[config.mk]
export PLATFORM = sky130hd
export DESIGN_NAME = encode_ctl
export DESIGN_NICKNAME = d
export VERILOG_FILES = /design/src/rtl/encode_ctl.sv
export SDC_FILE = /design/constraint.sdc
export NUM_CORES = 1
export LEC_CHECK = 0
export CORE_MARGIN = 3
export CORE_UTILIZATION = 30
export DETAILED_ROUTE_END_ITERATION = 16
export PLACE_DENSITY = 0.59
export SYNTH_ARGS = -nofsm -noshare
export SYNTH_HDL_FRONTEND = slang
export SYNTH_SLANG_ARGS = --single-unit
[constraint.sdc]
create_clock -name clk -period 3.05 [get_ports clk]
set_input_delay 0.61 -clock clk [delete_from_list [all_inputs] [get_ports clk]]
set_output_delay 0.61 -clock clk [all_outputs]
set_load 0.02 [all_outputs]
[src/rtl/encode_ctl.sv]
// encode_ctl: LZS token sequencer that turns literal/match/end tokens into codeword beats for the bit packer.
// Ports: tok_* token handshake in; done_i packer done in; cnt_output_enable/cnt_output/cnt_len beats out;
// cnt_finish stream-finished flag; err_o sticky protocol error. clk rising edge, rst_n async active-low.
module encode_ctl #(
  parameter int LEN_W = 11
) (
  input  logic             clk,
  input  logic             rst_n,
  input  logic             tok_valid,
  output logic             tok_ready,
  input  logic [1:0]       tok_type,
  input  logic [7:0]       tok_lit,
  input  logic [10:0]      tok_off,
  input  logic [LEN_W-1:0] tok_len,
  input  logic             done_i,
  output logic             cnt_output_enable,
  output logic [12:0]      cnt_output,
  output logic [3:0]       cnt_len,
  output logic             cnt_finish,
  output logic             err_o
);
  typedef enum logic [2:0] {IDLE, LEN, EXT, PAD, FIN} state_t;
  state_t state_q, state_d;
  logic [LEN_W-1:0] rem_q, rem_d, ext;
  logic [3:0] pos_q, pos_d, len_q, len_d, nib;
  logic [12:0] out_q, out_d;
  logic en_q, en_d, fin_q, fin_d, err_q, err_d, bad;
  always_comb begin
    // In LEN the stored value is the full length; the nibble codes len-8. In EXT it is already the remainder.
    ext = (state_q == LEN) ? rem_q - LEN_W'(8) : rem_q;
    nib = (ext > LEN_W'(15)) ? 4'hF : ext[3:0];
    bad = (tok_type == 2'b11) || (tok_type == 2'b01 && (tok_off == 11'd0 || tok_len < LEN_W'(2)));
    state_d = state_q;
    rem_d = rem_q;
    en_d = 1'b0;
    out_d = 13'd0;
    len_d = 4'd0;
    fin_d = fin_q;
    err_d = err_q;
    case (state_q)
      IDLE: if (tok_valid) begin
        if (bad) err_d = 1'b1;
        else if (tok_type == 2'b00) begin
          en_d = 1'b1;
          out_d = {5'd0, tok_lit};
          len_d = 4'd9;
        end else if (tok_type == 2'b01) begin
          en_d = 1'b1;
          out_d = (tok_off < 11'd128) ? {4'd0, 2'b11, tok_off[6:0]} : {2'b10, tok_off};
          len_d = (tok_off < 11'd128) ? 4'd9 : 4'd13;
          rem_d = tok_len;
          state_d = LEN;
        end else begin
          en_d = 1'b1;
          out_d = 13'h180;
          len_d = 4'd9;
          state_d = PAD;
        end
      end
      LEN: begin
        en_d = 1'b1;
        state_d = IDLE;
        if (rem_q < LEN_W'(5)) begin
          // 2,3,4 map to 00,01,10 via the low two bits minus 2
          out_d = {11'd0, rem_q[1:0] - 2'd2};
          len_d = 4'd2;
        end else if (rem_q < LEN_W'(8)) begin
          out_d = {9'd0, rem_q[3:0] + 4'd7};
          len_d = 4'd4;
        end else begin
          out_d = {5'd0, 4'hF, nib};
          len_d = 4'd8;
          if (nib == 4'hF) begin
            rem_d = ext - LEN_W'(15);
            state_d = EXT;
          end
        end
      end
      EXT: begin
        en_d = 1'b1;
        out_d = {9'd0, nib};
        len_d = 4'd4;
        rem_d = ext - LEN_W'(15);
        state_d = (nib == 4'hF) ? EXT : IDLE;
      end
      PAD: begin
        state_d = FIN;
        if (pos_q != 4'd0) begin
          en_d = 1'b1;
          len_d = 4'd0 - pos_q;
        end else fin_d = 1'b1;
      end
      FIN: begin
        fin_d = !(fin_q && done_i);
        state_d = (fin_q && done_i) ? IDLE : FIN;
      end
      default: state_d = IDLE;
    endcase
    pos_d = (state_q == FIN && state_d == IDLE) ? 4'd0 : pos_q + len_d;
  end
  always_ff @(posedge clk or negedge rst_n) begin
    if (!rst_n) begin
      state_q <= IDLE;
      rem_q <= '0;
      pos_q <= 4'd0;
      en_q <= 1'b0;
      out_q <= 13'd0;
      len_q <= 4'd0;
      fin_q <= 1'b0;
      err_q <= 1'b0;
    end else begin
      state_q <= state_d;
      rem_q <= rem_d;
      pos_q <= pos_d;
      en_q <= en_d;
      out_q <= out_d;
      len_q <= len_d;
      fin_q <= fin_d;
      err_q <= err_d;
    end
  end
  assign tok_ready = (state_q == IDLE);
  assign cnt_output_enable = en_q;
  assign cnt_output = out_q;
  assign cnt_len = len_q;
  assign cnt_finish = fin_q;
  assign err_o = err_q;
endmodule

==> impl_metrics.tcl <==
set metrics [dict create \
    crit_slowest_cell "clkdlybuf4s50_1" \
    post_synth.cell_area_avg_um2 8.74 \
    crit_path_cell_trace "clkdlybuf4s50_1 > nor4_2 > nand4_1 > nand2_1 > a211o_1 > nor4_2 > a221oi_1 > nor2_1 > ha_1 > a21oi_1 > xnor2_1 > xnor2_1 > nor2_1" \
    postRouteAntennaNets 0 \
    critical_path.startpoint_type "input pin" \
    synthToLayoutAreaGrowth_pct 37.9 \
    yosys_warnings 0 \
    worst_path_largest_cell_delay_ns 0.45 \
    first_global_vias 2587 \
    tritoncts_num_sinks 37 \
    timing.final.setup_violations 0 \
    finish.cell_count_without_fillers 477 \
    final.period_utilization 0.939 \
    synthTopCellsByCount "37 x dfrtp_1, 29 x nand2_1, 26 x nor2_1, 23 x a21oi_1, 19 x o21ai_0" \
    placedCellCount 470 \
    peakVddDrop_v 0.000290 \
    startpoint_of_the_worst_slack_reg_to_reg_timing_path "state_q[0]$_DFF_PN0_" \
    antenna-diode-count 0 \
    nets 417 \
    top_level_i_o_count 57 \
    synth_most_common_cell "dfrtp_1" \
    post_route_cells_drive_above_1_share 0.156 \
    avgRoutedWirePerCell_um 15.7 \
    route.vias.total 2513 \
    outcome "finished clean" \
    synth_area_um2 2590 \
    timing.hold.worst.class "in -> async" \
    power_density_nw_per_um2 962 \
    viasPerCell 5.27 \
    p_leak_nw 1.50 \
    detailedRoute.firstIterationViolations 152 \
    finalHoldViolCount 0 \
    worst_skew_pair.late_latency_ns 0.30 \
    numPortBuffers 55 \
    cts_tree "yes" \
    yosys.area.top_type_share 0.358 \
    htree_levels 2 \
    globalRouteTotalUtil 0.157 \
    yosys.cell_types.count 62 \
    floorplan.core_area_um2 8300 \
    floorplan.rows 33 \
    leading_post_synthesis_cells_by_cell_area "dfrtp_1 36%, a21oi_1 4.5%, nand2_1 4.2%" \
    root_buffer "clkbuf_8" \
    num-fill-cells 823 \
    critical_path.max_fanout 2 \
    final.min_clock_period_ns 2.86 \
    grt_first_pass_wirelength_um 12500 \
    die_w_um 98.9 \
    maxClockFrequency_ghz 0.349 \
    power_mw 3.43 \
    critical_path_arrival_ns 3.04 \
    gr-total-overflow 0 \
    max_cap_viol_count 0 \
    dieHeight_um 98.9 \
    place.detailed.hpwl_um 5700 \
    synth_async_sr_flop_share 1.00 \
    clk_pin_slew_worst_paths_ns 0.09 \
    drt-pass1-iter-count 4 \
    slew_violations 0 \
    timing.slew.headroom 0.423 \
    timing_worst_setup_path_type "in -> reg" \
    slew_worst_pin_ns 0.865 \
    totalWireLength_um 7490 \
    floorplan.die_area_um2 9770 \
    place_congestion 0.870 \
    cts-root-to-sink-buffers 2 \
    drc 0 \
    synth_seq_area_share 0.358 \
    synth.largest_area_cell "dfrtp_1" \
    synth_edf_count 0 \
    worstPathRequired_ns 3.22 \
    reg2reg_depth 7 \
    initial_utilization 0.312 \
    worstSetupEndpointType "register" \
    postSynthRegisterBits 37 \
    startpoint "tok_off[0]" \
    antenna_found_initial 0 \
    cts-buffers-inserted 5 \
    worst_clock_skew_ns 0.0125 \
    syn-num-nets 341 \
    synthesis.instances 296 \
    grt_max_degree 38 \
    synth_ff_type "dfrtp_1" \
]
metrics by stage:
step	util	setup TNS (ns)	setup slack, ns	hold slack, ns	cell area [um2]
floorplan	-	0	0.126	0.314	2590
global placement	0.411	-0.164	-0.156	0.470	3410
detailed placement	0.411	-0.294	-0.223	0.470	3410
CTS	0.424	0	0.0655	0.456	3520
global route	0.430	-0.0119	-0.0119	0.503	3570
finish	0.430	0	0.186	0.418	3570
worst paths after layout:
kind	endpoint	slack, ns
worst max register to register	rem_q[5]$_DFFE_PN0P_	0.38
worst max-delay path	pos_q[3]$_DFF_PN0_	0.19
max in group asynchronous	cnt_len[2]$_DFF_PN0_	2.07
worst min-delay path	rem_q[1]$_DFFE_PN0P_	0.42
worst min register to register	err_o$_DFFE_PN0P_	0.48
min in group clk	err_o$_DFFE_PN0P_	0.48
critical path: cells and delay by family:
family | cells | cell delay, ns
AOI/OAI and AO/OA | 3 | 0.52
xor gates and xnor gates | 2 | 0.29
buffers and inverters | 1 | 0.45
and+or+nand+nor | 6 | 0.86
adders and majority gates | 1 | 0.30
area by class of cell:
cell class	instances	area, um2	share of cell area
clock buffers	5	68.8	0.0193
clock inverters	2	35.0	0.00982
inverters	10	37.5	0.0105
multi-input cells	229	1570	0.439
flip-flops and latches	37	926	0.260
well taps	105	131	0.0368
repair buffers	89	801	0.225
timing repair:
item,in CTS,in global routing
setup endpoints to repair,0,1
setup buffers,0,0
gates resized for setup,0,7
hold buffers,0,0
registers in the layout, indices dropped and copies added, names as in the netlist:
register           count
cnt_finish             1
err_o                  1
rem_q                 11
cnt_len                4
state_q                3
pos_q                  4
cnt_output_enable      1
cnt_output            12
layout by cell type (no fill, tap or decap), types with 8 or more instances in the layout:
master,instances
clkdlybuf4s50_1,54
dfrtp_1,37
buf_4,34
nand2_1,29
nor2_1,26
a21oi_1,23
o21ai_0,19
inv_1,10
mux2i_1,10
nor3_1,9
xnor2_1,8
ha_1,8
layer usage:
layer / global-route usage / vias up / wire (um)
li1: - / 1230 / -
met1: 0.211 / 1225 / 3320
met2: 0.260 / 53 / 3770
met3: 0.0290 / 5 / 347
met4: 0.0431 / 0 / 46
met5: 0 / - / 0
report_power, final:
group	switching, mW	internal (mW)
Clock	0.188	0.238
Combinational	1.10	0.956
Sequential	0.251	0.695
Total	1.54	1.89
cell families (layout without fill, tap and decap cells):
| family | after synthesis | after routing | synth area share |
|---|---|---|---|
| flops | 37 | 37 | 0.358 |
| simple gates | 110 | 110 | 0.227 |
| buf+inv | 30 | 106 | 0.0551 |
| other cells | 1 | 1 | 0.00145 |
| mux | 11 | 11 | 0.0431 |
| xor+xnor | 12 | 12 | 0.0406 |
| fa+ha+maj | 9 | 9 | 0.0464 |
| compound gates | 86 | 86 | 0.228 |
No activity file was read; power rests on OpenSTA's default activity.
